[src/rtl/ne_pkg.sv]
// Shared state type and default widths for the ne datapath blocks:
// load controller, result store unit and SDRAM controller.
package ne_pkg;

   localparam int NE_DATA_W       = 16;
   localparam int NE_SDRAM_ADDR_W = 24;

   typedef enum logic [2:0] {
      ST_IDLE = 3'd0,
      ST_RD   = 3'd1,
      ST_CAP  = 3'd2,
      ST_WR   = 3'd3,
      ST_DONE = 3'd4
   } store_state_t;

endpackage

[src/rtl/result_store_unit.sv]
// Writeback engine: streams STORE_DEPTH words from local result memory to SDRAM
// through a req/ack write handshake, then pulses store_done.
module result_store_unit
   import ne_pkg::*;
#(
   parameter int                        STORE_DEPTH  = 256,
   parameter int                        ADDR_W       = 10,
   parameter int                        DATA_W       = NE_DATA_W,
   parameter int                        SDRAM_ADDR_W = NE_SDRAM_ADDR_W,
   parameter logic [SDRAM_ADDR_W-1:0]   SDRAM_BASE   = '0
) (
   input  logic                    clk,
   input  logic                    reset,
   input  logic                    start,
   output logic                    mem_rd_en,
   output logic [ADDR_W-1:0]       mem_address,
   input  logic [DATA_W-1:0]       mem_dout,
   output logic                    sdram_wr_req,
   output logic [SDRAM_ADDR_W-1:0] sdram_wr_addr,
   output logic [DATA_W-1:0]       sdram_din,
   input  logic                    sdram_wr_ack,
   output logic                    busy,
   output logic                    store_done,
   output logic [ADDR_W:0]         word_count
);

   localparam logic [ADDR_W-1:0] LAST_IDX = ADDR_W'(STORE_DEPTH - 1);
   localparam logic [ADDR_W-1:0] IDX_ONE  = ADDR_W'(1);
   localparam logic [ADDR_W:0]   CNT_ONE  = (ADDR_W + 1)'(1);

   store_state_t              state_q, state_d;
   logic [ADDR_W-1:0]         idx_q, idx_d;
   logic [DATA_W-1:0]         data_q, data_d;
   logic [SDRAM_ADDR_W-1:0]   wr_addr_q, wr_addr_d;
   logic [ADDR_W:0]           count_q, count_d;

   always_comb begin
      // NOTE: every next-state signal gets its hold value first, so no path through
      // the case statement can leave one unassigned and infer a latch.
      state_d   = state_q;
      idx_d     = idx_q;
      data_d    = data_q;
      wr_addr_d = wr_addr_q;
      count_d   = count_q;

      case (state_q)
         ST_IDLE: begin
            if (start) begin
               idx_d   = '0;
               count_d = '0;
               state_d = ST_RD;
            end
         end
         ST_RD:   state_d = ST_CAP;
         ST_CAP: begin
            // Address is latched with the data so both stay frozen across ack wait states.
            data_d    = mem_dout;
            wr_addr_d = SDRAM_BASE + SDRAM_ADDR_W'(idx_q);
            state_d   = ST_WR;
         end
         ST_WR: begin
            if (sdram_wr_ack) begin
               count_d = count_q + CNT_ONE;
               if (idx_q == LAST_IDX) begin
                  state_d = ST_DONE;
               end else begin
                  idx_d   = idx_q + IDX_ONE;
                  state_d = ST_RD;
               end
            end
         end
         ST_DONE: state_d = ST_IDLE;
         default: state_d = ST_IDLE;
      endcase
   end

   // NOTE: state registers use non-blocking assignments so every flop samples
   // the pre-edge values of the others, regardless of block ordering.
   always_ff @(posedge clk or posedge reset) begin
      if (reset) begin
         state_q   <= ST_IDLE;
         idx_q     <= '0;
         data_q    <= '0;
         wr_addr_q <= '0;
         count_q   <= '0;
      end else begin
         state_q   <= state_d;
         idx_q     <= idx_d;
         data_q    <= data_d;
         wr_addr_q <= wr_addr_d;
         count_q   <= count_d;
      end
   end

   assign mem_rd_en     = (state_q == ST_RD);
   assign mem_address   = idx_q;
   assign sdram_wr_req  = (state_q == ST_WR);
   assign sdram_wr_addr = wr_addr_q;
   assign sdram_din     = data_q;
   assign busy          = (state_q != ST_IDLE);
   assign store_done    = (state_q == ST_DONE);
   assign word_count    = count_q;

endmodule

[config.mk]
export PLATFORM = sky130hd
export DESIGN_NAME = result_store_unit
export DESIGN_NICKNAME = d
export VERILOG_FILES = /design/src/rtl/ne_pkg.sv /design/src/rtl/result_store_unit.sv
export SDC_FILE = /design/constraint.sdc
export NUM_CORES = 1
export LEC_CHECK = 0
export BUFFER_PORTS_ARGS = -buffer_cell sky130_fd_sc_hd__buf_2
export CELL_PAD_IN_SITES_DETAIL_PLACEMENT = 1
export CELL_PAD_IN_SITES_GLOBAL_PLACEMENT = 2
export CORE_MARGIN = 3
export CORE_UTILIZATION = 34
export CTS_BUF_LIST = sky130_fd_sc_hd__clkbuf_8
export CTS_CLUSTER_DIAMETER = 40
export DETAILED_ROUTE_END_ITERATION = 10
export GPL_ROUTABILITY_DRIVEN = 0
export PLACE_DENSITY_LB_ADDON = 0.1
export SLEW_MARGIN = 5
export SYNTH_ARGS = -nofsm -noshare
export SYNTH_HDL_FRONTEND = slang
export SYNTH_SLANG_ARGS = --single-unit
[constraint.sdc]
create_clock -name clk -period 3.1 [get_ports clk]
set_clock_uncertainty 0.1 [all_clocks]
set_input_delay 0.93 -clock clk [delete_from_list [all_inputs] [get_ports clk]]
set_output_delay 0.93 -clock clk [all_outputs]
set_load 0.02 [all_outputs]
==> results.ini <==
[outcome]
outcome = finished clean

[floorplanning]
core_area_um2 = 6600
die_h_um = 90.0
start_util_pct = 36.3
num_io_pins = 85
die_x_um = 90.0
rows = 29
dieArea_um2 = 8100

[synth]
yosys.area.top_type_share_pct = 52.1
avgSynthCellArea_um2 = 11.4
ys_seq_area_share_pct = 52.1
ys_ff_latch = 50
synth_edf_count = 0
yosysMostFrequentCell = dfrtp_1
synthTopCellsByArea = dfrtp_1 (52%), mux2_2 (12%), buf_4 (4.4%)
synthCells = 211
synth_cell_types = 37
ys.flop_type = dfrtp_1
synth_top_area_cell = dfrtp_1
netlist_area_um2 = 2400
synthTopCellsByCount = dfrtp_1 (50), mux2_2 (26), buf_4 (14)
synthArstFlopShare_pct = 100
ys_warn_count = 0

[pwr]
p_int_mw = 1.50
p_sw_share_pct = 42.4
clkPwrFrac_pct = 14.5
p_comb_share_pct = 43.7
p_leak_nw = 1.39
power.density_nw_per_um2 = 908
pwr-share-seq_pct = 41.8
p_sw_mw = 1.10
vdd_drop_max_uv = 394
power_mw = 2.60

[sta]
setup_slack_ns = 0.661
whs_ns = 0.408
drv_slew = 0
min_period_ns = 2.44
fmax_mhz = 410
tns_ns = 0
max_slew.worst_pin.slew_ns = 0.985
rsz0062_at_grt = false
fin_crit_sh_pct = 78.7
max-slew-margin-rel_pct = 34.1
finalHoldViolations = 0
setup_viol = 0

[cts]
cts_resized = 0
h-tree-depth = 2
root_buffer = clkbuf_8
cts.path.max_buffers = 2
hold_buffers = 0
numCtsBuffers = 5
clkSinkCount = 50
clkTransAtPathRegs_ns = 0.10
cts_tree = built
insertion_delay_ns = 0.30
postCtsSetupBuffers = 0

[drt]
postRouteAntennaNets = 0
vias_per_cell = 4.97
wl_per_cell_um = 15.0
vias = 1839
drc = 0
drt_iter0_markers = 56
wl_um = 5560
drt_pass1_iterations = 4

[placed_design]
place_ws_ns = 0.402
dp_hpwl_um = 3860
io_buffers = 70

[worst_setup_path]
cp.arrival_ns = 1.41
worstPathRequired_ns = 2.07
path_max_fanout = 10
r2r_slack_ns = 0.84
crit_type = reg2out
startpoint_type = flop
r2r_cells = 4
crit_path_end_kind = output pin

[layout]
layout-drive-gt1-share_pct = 40.4
nets = 299
synthToLayoutAreaGrowth_pct = 19.3
n_antenna_cell = 0

[min_path]
hp-class = reg2reg
min_path_cells = 1

[global_routing]
gr-total-overflow = 0
gr-usage-all-layers_pct = 14.0
antenna_found_initial = 0
grt_pass1_vias = 1854
grt_pass1_wl_um = 9430
grt_max_degree = 51

[run]
cap_violations = 0

==> per-layer routing <==
layer	vias to the layer above	track usage, %	wire length [um]	share of wire, %
li1	863	-	-	-
met1	911	19.0	2630	47
met2	60	22.1	2540	46
met3	5	4.42	348	6.3
met4	0	2.68	37	0.67
met5	-	0	0	0
==> worst paths after layout <==
kind                              startpoint          endpoint
max in group asynchronous              reset  sdram_wr_addr[7]
worst min register to register  sdram_din[1]      sdram_din[1]
worst min-delay path            sdram_din[1]      sdram_din[1]
worst max-delay path              state_q[2]      sdram_wr_req
min in group asynchronous              reset     sdram_din[15]
worst max register to register    state_q[2]    mem_address[8]
==> per-stage QoR <==
| stage | instance area [um^2] | util, % | instances |
|---|---|---|---|
| floorplan | 2450 | - | 224 |
| global placement | 2780 | 42.1 | 363 |
| detailed placement | 2780 | 42.1 | 363 |
| CTS | 2860 | 43.4 | 370 |
| global route | 2860 | 43.4 | 370 |
| finish | 2860 | 43.4 | 370 |
==> cells in the final DEF, fill, tap and decap left out <==
cell type   count
nand3b_1        1
nand4_1         2
o211ai_1        4
nor4b_4         1
clkinvlp_4      2
nor4_2          1
buf_2          70
ha_1            2
nor3b_4         1
inv_2           1
mux2i_1         1
and3b_1         1
o2111ai_1       2
nor3_1          1
inv_1           1
mux2_2         26
conb_1         14
or3_1           4
nand3_1         7
nor3b_1         2
o21bai_1        1
or2_2           2
o21ai_0        11
buf_4           3
xor2_1          6
o21ai_1         1
and2_1          4
or4_1           7
nor2_1          9
and4b_1         1
a22o_1          1
nand2_1        10
a21oi_1        10
o31ai_1         6
clkbuf_8        5
dfrtp_1        50
and3_1          3
and4_1          3
==> cell type report <==
cell class,count,area (um^2)
Clock buffer,5,68.8
Clock inverter,2,15.0
Fill cell,773,3740
Inverter,2,7.51
Multi-Input combinational cell,145,1030
Sequential cell,50,1250
Tap cell,93,116
Timing Repair Buffer,73,373
==> power by group through the flow <==
stage                     Clock, mW  Combinational, mW  Sequential [mW]
final                         0.378               1.14             1.09
after global routing          0.428               1.24             1.14
after CTS                     0.396               1.16             1.09
after detailed placement          0               1.16             1.11
after global placement            0               1.14             1.10
after floorplan                   0              0.577             1.31
==> sequential cells by signal, summed over array words and instances (netlist names) <==
name / count
sdram_din: 16
word_count: 11
mem_address: 10
sdram_wr_addr: 10
state_q: 3
==> worst max-delay path, cell delays in order, from the launching register on <==
cell,delay [ns]
dfrtp_1,0.51
and3b_1,0.39
buf_2,0.21
==> logic make-up after synthesis <==
kind of cell | count (synthesis) | share of synthesized area (%)
mux | 27 | 12.6
buf+inv | 29 | 7.14
simple gates | 60 | 15.6
flops | 50 | 52.1
other cells | 1 | 0.156
xor+xnor | 6 | 2.19
fa+ha+maj | 2 | 1.04
compound gates | 36 | 9.12
(Power assumes the default switching activity.)
